## src/rtl/db_fsm_delayed.sv

```systemverilog
// db_fsm_delayed: delayed-decision switch debouncer.
//
// Takes a raw active-low mechanical switch, synchronizes it into clk and
// only changes the debounced level after the input has been stable for
// STABLE_TICKS consecutive sample ticks. One-cycle rise/fall pulses are
// emitted alongside the level so downstream counters need no edge detector.
//
// Ports:
//   clk        in   system clock, rising edge
//   rst        in   synchronous active-high reset
//   sw_low     in   raw switch, active low, asynchronous, may bounce
//   db         out  debounced level, 1 = pressed
//   tick_rise  out  one-cycle pulse on the first cycle db reads 1
//   tick_fall  out  one-cycle pulse on the first cycle db reads 0
//   bounce_cnt out  saturating count of aborted qualifications
//
// Optional feature macro: DB_BOUNCE_CNT_EN
//   defined   -> bounce_cnt counts WAIT1->ZERO and WAIT0->ONE transitions
//   undefined -> no counter is built, bounce_cnt is tied to 0
//
// State | meaning
// ZERO  | released, db = 0
// WAIT1 | input reads pressed, counting stable ticks, db = 0
// ONE   | pressed, db = 1
// WAIT0 | input reads released, counting stable ticks, db = 1

module db_fsm_delayed #(
  parameter int TICK_DIV     = 500000,
  parameter int STABLE_TICKS = 3,
  parameter int CNT_W        = 8
) (
  input  logic             clk,
  input  logic             rst,
  input  logic             sw_low,
  output logic             db,
  output logic             tick_rise,
  output logic             tick_fall,
  output logic [CNT_W-1:0] bounce_cnt
);

  localparam int TW = (TICK_DIV > 1) ? $clog2(TICK_DIV) : 1;
  localparam int WW = $clog2(STABLE_TICKS + 1);
  localparam logic [TW-1:0] TICK_LAST = TW'(TICK_DIV - 1);
  localparam logic [WW-1:0] WAIT_LOAD = WW'(STABLE_TICKS);

  typedef enum logic [1:0] {
    ZERO  = 2'd0,
    WAIT1 = 2'd1,
    ONE   = 2'd2,
    WAIT0 = 2'd3
  } state_t;

  // Two-flop synchronizer; both flops idle at 1 (switch released).
  logic sync1_q, sync2_q;
  logic sw_s;

  always_ff @(posedge clk) begin
    if (rst) begin
      sync1_q <= 1'b1;
      sync2_q <= 1'b1;
    end else begin
      sync1_q <= sw_low;
      sync2_q <= sync1_q;
    end
  end

  assign sw_s = ~sync2_q;

  // Free-running sample tick divider.
  logic [TW-1:0] div_q, div_d;
  logic          tick;

  assign tick  = (div_q == TICK_LAST);
  assign div_d = tick ? '0 : div_q + TW'(1);

  always_ff @(posedge clk) begin
    if (rst) div_q <= '0;
    else     div_q <= div_d;
  end

  // FSM with registered outputs. A reversal of the input is tested before
  // the tick, so a reversal coinciding with the final tick aborts the wait.
  state_t        state_q;
  logic [WW-1:0] wait_q;
  logic          db_q, rise_q, fall_q;

  always_ff @(posedge clk) begin
    if (rst) begin
      state_q <= ZERO;
      wait_q  <= '0;
      db_q    <= 1'b0;
      rise_q  <= 1'b0;
      fall_q  <= 1'b0;
    end else begin
      rise_q <= 1'b0;
      fall_q <= 1'b0;
      case (state_q)
        ZERO: begin
          if (sw_s) begin
            state_q <= WAIT1;
            wait_q  <= WAIT_LOAD;
          end
        end
        WAIT1: begin
          if (!sw_s) begin
            state_q <= ZERO;
          end else if (tick) begin
            wait_q <= wait_q - WW'(1);
            if (wait_q == WW'(1)) begin
              state_q <= ONE;
              db_q    <= 1'b1;
              rise_q  <= 1'b1;
            end
          end
        end
        ONE: begin
          if (!sw_s) begin
            state_q <= WAIT0;
            wait_q  <= WAIT_LOAD;
          end
        end
        WAIT0: begin
          if (sw_s) begin
            state_q <= ONE;
          end else if (tick) begin
            wait_q <= wait_q - WW'(1);
            if (wait_q == WW'(1)) begin
              state_q <= ZERO;
              db_q    <= 1'b0;
              fall_q  <= 1'b1;
            end
          end
        end
        default: begin
          state_q <= ZERO;
          db_q    <= 1'b0;
        end
      endcase
    end
  end

  assign db        = db_q;
  assign tick_rise = rise_q;
  assign tick_fall = fall_q;

`ifdef DB_BOUNCE_CNT_EN
  logic             bounce_ev;
  logic [CNT_W-1:0] bcnt_q;

  assign bounce_ev = ((state_q == WAIT1) && !sw_s) ||
                     ((state_q == WAIT0) &&  sw_s);

  always_ff @(posedge clk) begin
    if (rst)                           bcnt_q <= '0;
    else if (bounce_ev && bcnt_q != '1) bcnt_q <= bcnt_q + CNT_W'(1);
  end

  assign bounce_cnt = bcnt_q;
`else
  assign bounce_cnt = '0;
`endif

endmodule

```

## config.mk

```make
export PLATFORM = sky130hd
export DESIGN_NAME = db_fsm_delayed
export DESIGN_NICKNAME = d
export VERILOG_FILES = /design/src/rtl/db_fsm_delayed.sv
export SDC_FILE = /design/constraint.sdc
export NUM_CORES = 1
export LEC_CHECK = 0
export ABC_CLOCK_PERIOD_IN_PS = 3300
export BUFFER_PORTS_ARGS = -buffer_cell sky130_fd_sc_hd__clkbuf_2
export CORE_AREA = 2 2 56 78
export CTS_CLUSTER_SIZE = 30
export DETAILED_ROUTE_END_ITERATION = 16
export DIE_AREA = 0 0 58 80
export PLACE_DENSITY = 0.54
export SYNTH_ARGS = -nofsm -noshare
export SYNTH_HDL_FRONTEND = slang
export SYNTH_SLANG_ARGS = --single-unit
```

## constraint.sdc

```tcl
create_clock -name clk -period 3.3 [get_ports clk]
set_clock_uncertainty 0.2 [all_clocks]
set_input_delay 0.825 -clock clk [delete_from_list [all_inputs] [get_ports clk]]
set_output_delay 0.825 -clock clk [all_outputs]
set_load 0.05 [all_outputs]
```

==> out/results.ini, run 1 <==
[outcome]
outcome = finished clean

[clock_network]
cts-resized-gates = 0
root_buffer = clkbuf_8
clkTransAtPathRegs_ps = 90
worst_skew_pair.late_latency_ps = 270
cts-htree-levels = 1
clk_path_buf_depth = 2
numCtsBuffers = 3
clock-sinks = 28
cts_hold_buffers = 0
tritoncts = done
post_cts_buffers = 0

[power]
p_per_area_nw_per_um2 = 433
p_leak_nw = 0.506
ir_drop_uv = 212

[finish]
areaGrowthSynthToFinish_pct = 5.46
fin_nets = 157
insertedDiodeCount = 0
regArea_sq_um = 561
drive_above_1_share_pct = 10.6
multiInputGateArea_sq_um = 686
fill_cells = 404

[critical_path]
reg2reg_slack_ps = 1060
r2r-start = div_q[11]
setup.worst_path.end_class = flip-flop
required_ps = 3250
critPathKind = flip-flop to flip-flop
cp-start-kind = flip-flop
r2r_end = div_q[6]
cp.arrival_ps = 2180
path_max_fanout = 19
worstRegToRegCells = 4

[yosys]
synth_seq_area_share_pct = 42.1
ys_warn_count = 0
yosys_register_bits = 28
ys.flop_type = dfxtp_1
synth-edff-count = 0
synth-async-reset-ratio_pct = 0
syn_area_per_cell_sq_um = 9.05
syn_area_sq_um = 1330
ys_types = 40
syn_inst = 147

[sta]
setup_viol = 0
worst-slew-pin-transition_ps = 588
rsz0062_at_grt = no
fmax_mhz = 447
layout_setup_ws_ps = 1060
setup_tns_ps = 0
finalCritPeriodShare_pct = 67.8
maxSlewHeadroom_pct = 60.8
hold_ws_ps = 218
hold_viol = 0
period_needed_ps = 2240
drv_slew = 0

[placement]
post-place-ws_ps = 1050
globalplace.congestion = 0.769
numPortBuffers = 5
dp_hpwl_um = 1750

[detailed_routing]
drt_iter0_drc = 14
postRouteAntennaNets = 0
via_per_inst = 5.09
vias = 988
drt-total-wl_um = 2340
post-route-drc-count = 0
dr.pass1.iters = 4
wl_per_cell_um = 12.1

[die]
die_x_um = 58
core_area_sq_um = 3920
rows = 27
ios = 14
die_h_um = 80
initial_core_util_pct = 33.9
dieArea_sq_um = 4640

[global_routing]
grt_pass1_wl_um = 3900
gr-usage-all-layers_pct = 10.8
grt_max_degree = 20
antenna_found_initial = 0
grt-ovfl-total = 0
grt_pass1_vias = 942

[run]
max_cap_violations = 0

[hold_path]
worstHoldEndpoint = sync2_q
hold_path.class = flip-flop to flip-flop
whs_path_depth = 1
min_from = sync1_q

## kinds of logic after synthesis
group	Yosys count	synth area share, %
and+or+nand+nor	67	29.1
DFF	28	42.1
buffers and inverters	18	8.28
AOI/OAI and AO/OA	16	8.47
xor gates and xnor gates	15	9.88
adders and majority gates	2	1.88
other	1	0.282
## synthesized netlist by cell type (all sizes together) (2+ instances only)
cell type | n | share of area (%)
and4 | 4 | 2.6
a21o | 2 | 1.1
or3 | 2 | 1.3
and2 | 2 | 0.94
dfxtp | 28 | 42
xnor2 | 5 | 3.3
o31ai | 2 | 1.1
or2 | 4 | 1.9
or4 | 3 | 1.7
buf | 11 | 6.3
nor3 | 4 | 1.9
nor2 | 19 | 5.4
a311oi | 2 | 1.3
o21bai | 2 | 1.1
a21oi | 4 | 1.5
xor2 | 10 | 6.6
inv | 6 | 1.7
nand2 | 4 | 1.1
nand3 | 9 | 3.4
ha | 2 | 1.9
nand4 | 9 | 4.2
## routing by layer
metal / routed length, um / part of all wire, % / GRT usage [%]
met1: 1070 / 46 / 12.0
met2: 1170 / 50 / 18.8
met3: 52 / 2.2 / 1.94
met4: 53 / 2.3 / 6.28
met5: 0 / 0 / 0
## worst max path at each step
stage | endpoint | startpoint | cells past startpoint
2_1_floorplan | div_q[16] | div_q[11] | 6
3_3_place_gp | div_q[12] | div_q[11] | 4
3_5_place_dp | div_q[6] | div_q[11] | 4
4_1_cts | div_q[6] | div_q[11] | 4
5_1_grt | div_q[16] | div_q[11] | 4
6_report | div_q[6] | div_q[11] | 4
## layout make-up
cell class | count | area share [%]
flip-flops and latches | 28 | 40.0
multi-input cells | 108 | 48.9
well taps | 43 | 3.84
clock buffers | 4 | 3.93
repair buffers | 5 | 1.78
inverters | 6 | 1.61
## state kept, by name, indices dropped and copies added, names as in the netlist, named ones only
| register | cells |
|---|---|
| db | 1 |
| div_q | 19 |
| state_q | 1 |
| sync1_q | 1 |
| sync2_q | 1 |
| tick_fall | 1 |
| tick_rise | 1 |
| wait_q | 2 |
## power by group
group	leakage (nW)	total [mW]	switching, mW	internal (mW)
Sequential	0.227	0.351	0.00623	0.345
Clock	0.0288	0.210	0.103	0.107
Combinational	0.250	0.0472	0.0364	0.0108
Total	0.506	0.608	0.145	0.462
## worst max-delay path, cell delays in order (launching register included)
cell	delay [ps]
dfxtp_1	350
or4_1	560
nor3_2	340
a21o_1	560
nor2_1	110
## stage by stage
stage	area, sq um	utilization (%)	instances	total power, mW
finish	1400	35.8	194	0.608
global route	1400	35.8	194	0.632
CTS	1400	35.8	194	0.617
detailed placement	1350	34.4	190	0.406
global placement	1350	34.4	190	0.404
floorplan	1360	-	154	0.408
## cells in the final DEF (no fill, tap or decap), types with 2 or more instances in the layout
master	n
clkbuf_8	4
xor2_1	10
inv_1	6
nand3_1	9
nor2_1	19
nand4_1	9
xnor2_1	5
a21oi_1	4
o21bai_1	2
and4_1	4
dfxtp_1	28
clkbuf_2	5
conb_1	8
and2_1	2
nand2_1	4
or4_1	3
nor3_1	3
ha_1	2
a21o_1	2
a311oi_1	2
or2_2	2
o31ai_1	2
No activity file was read; power rests on OpenSTA's default activity.
==> run 2, diff against run 1 <==
- ABC_CLOCK_PERIOD_IN_PS: 3300 -> 2300
- clock period: 3.3 -> 2.3 ns (I/O delays scaled with it)
==> run 2 against run 1 <==
Effect of this change:
- via count rose by 1.8%
- sequential share of layout area is essentially flat
- first-iteration DRC count up 64%
==> out/results.ini, run 2 (synthesis gave the netlist of run 1 again) <==
[power]
internal-power_mw = 0.628
ir_drop_uv = 499
p_leak_nw = 0.509
switching_share_pct = 24.3
pwr-share-clk_pct = 31.1
p_seq_share_pct = 60.6
p_switching_mw = 0.202
power_mw = 0.830
pwr-share-comb_pct = 8.3
p_per_area_nw_per_um2 = 591

[finish]
regMostFlops = div_q
layout_commonest_cell = dfxtp_1
fin_area_sq_um = 1400
fin_nets = 159
areaGrowthSynthToFinish_pct = 5.55
fin_cells = 195
largest_reg_flops = 19
insertedDiodeCount = 0
final_cell_mix = dfxtp_1, nor2_1, xor2_1
drive_above_1_share_pct = 11.2
largest_registers = div_q x19, wait_q x2

[clock_network]
tritoncts = done
clock-sinks = 28
root_buffer = clkbuf_8
cts_hold_buffers = 0
worst_skew_pair.late_latency_ps = 270
clk_path_buf_depth = 2
cts-htree-levels = 1
clkTransAtPathRegs_ps = 80
post_cts_buffers = 0
numCtsBuffers = 3
cts-resized-gates = 0

[detailed_routing]
vias = 1006
wl_per_cell_um = 12.0
drt_iter0_drc = 23
via_per_inst = 5.16
drt-total-wl_um = 2350
post-route-drc-count = 0
postRouteAntennaNets = 0
dr.pass1.iters = 4

[die]
initial_core_util_pct = 33.9
rows = 27
die_h_um = 80
ios = 14
core_area_sq_um = 3920
die_x_um = 58
dieArea_sq_um = 4640

[placement]
globalplace.congestion = 0.766
dp_cells = 192
numPortBuffers = 5
dpl_cell_area_sq_um = 1360
dp_hpwl_um = 1760

[sta]
period_needed_ps = 2010
rsz0062_at_grt = no
finalCritPeriodShare_pct = 87.5
fmax_mhz = 497
hold_viol = 0
drv_slew = 0
setup_tns_ps = 0
hold_ws_ps = 213
setup_viol = 0

[critical_path]
setup.worst_path.end_class = flip-flop
path_buf_inv = 1
cp_cell_sequence = or4_1 -> nor3_2 -> a21o_1 -> buf_4 -> nor2_1
crit_family = simple AND/OR/NAND/NOR gates
cp-start-kind = flip-flop
crit_slowest_cell = or4_1
path_max_fanout = 19
cp.arrival_ps = 1970
critPathKind = flip-flop to flip-flop
required_ps = 2260
critPathMaxStageDelay_ps = 560

[global_routing]
gr-usage-all-layers_pct = 11.1
antenna_found_initial = 0
grt-ovfl-total = 0
grt_pass1_wl_um = 4050
grt_max_degree = 20
grt_pass1_vias = 962

[hold_path]
hold_path.class = flip-flop to flip-flop

[outcome]
outcome = finished clean

[run]
max_cap_violations = 0

run 2: cell count changes in the layout (fill, tap and decap cells not counted), sizes merged:
| cell | previous run | this run |
|---|---|---|
| buf | 0 | 2 |
| clkbuf | 9 | 8 |
run 2: final cells by class:
class	count	area [sq um]
Timing Repair Buffer	7	40.0
Clock buffer	3	41.3
Fill cell	417	2510
Sequential cell	28	561
Tap cell	43	53.8
Multi-Input combinational cell	108	686
Inverter	6	22.5
run 2: path summary, 6_finish.rpt:
path	from	depth (start not counted)	end	slack [ps]
worst max-delay path	div_q[11]	5	div_q[6]	290
worst min-delay path	sync1_q	1	sync2_q	210
worst max register to register	div_q[11]	5	div_q[6]	290
worst min register to register	sync1_q	1	sync2_q	210
run 2: worst register-to-register path: stages, from the launching register on:
cell	delay, ps
dfxtp_1	350
or4_1	560
nor3_2	330
a21o_1	170
buf_4	220
nor2_1	80
run 2: through the flow:
stage | setup WS (ps) | utilization (%)
finish | 287 | 35.8
CTS | 271 | 35.8
global route | 140 | 35.8
global placement | 316 | 34.8
floorplan | 381 | -
detailed placement | 287 | 34.8
run 2: power by group through the flow:
stage                     sequential [mW]  combinational (mW)  clock [mW]
after floorplan                     0.518              0.0673           0
after global placement              0.514              0.0675           0
after detailed placement            0.514              0.0695           0
after CTS                           0.503              0.0698       0.268
after global routing                0.504              0.0754       0.289
final                               0.503              0.0693       0.258
run 2: routing by layer:
| metal | track usage [%] | share of wire (%) |
|---|---|---|
| met1 | 12.9 | 45 |
| met2 | 19.4 | 51 |
| met3 | 2.11 | 1.9 |
| met4 | 4.42 | 1.4 |
| met5 | 0 | 0 |
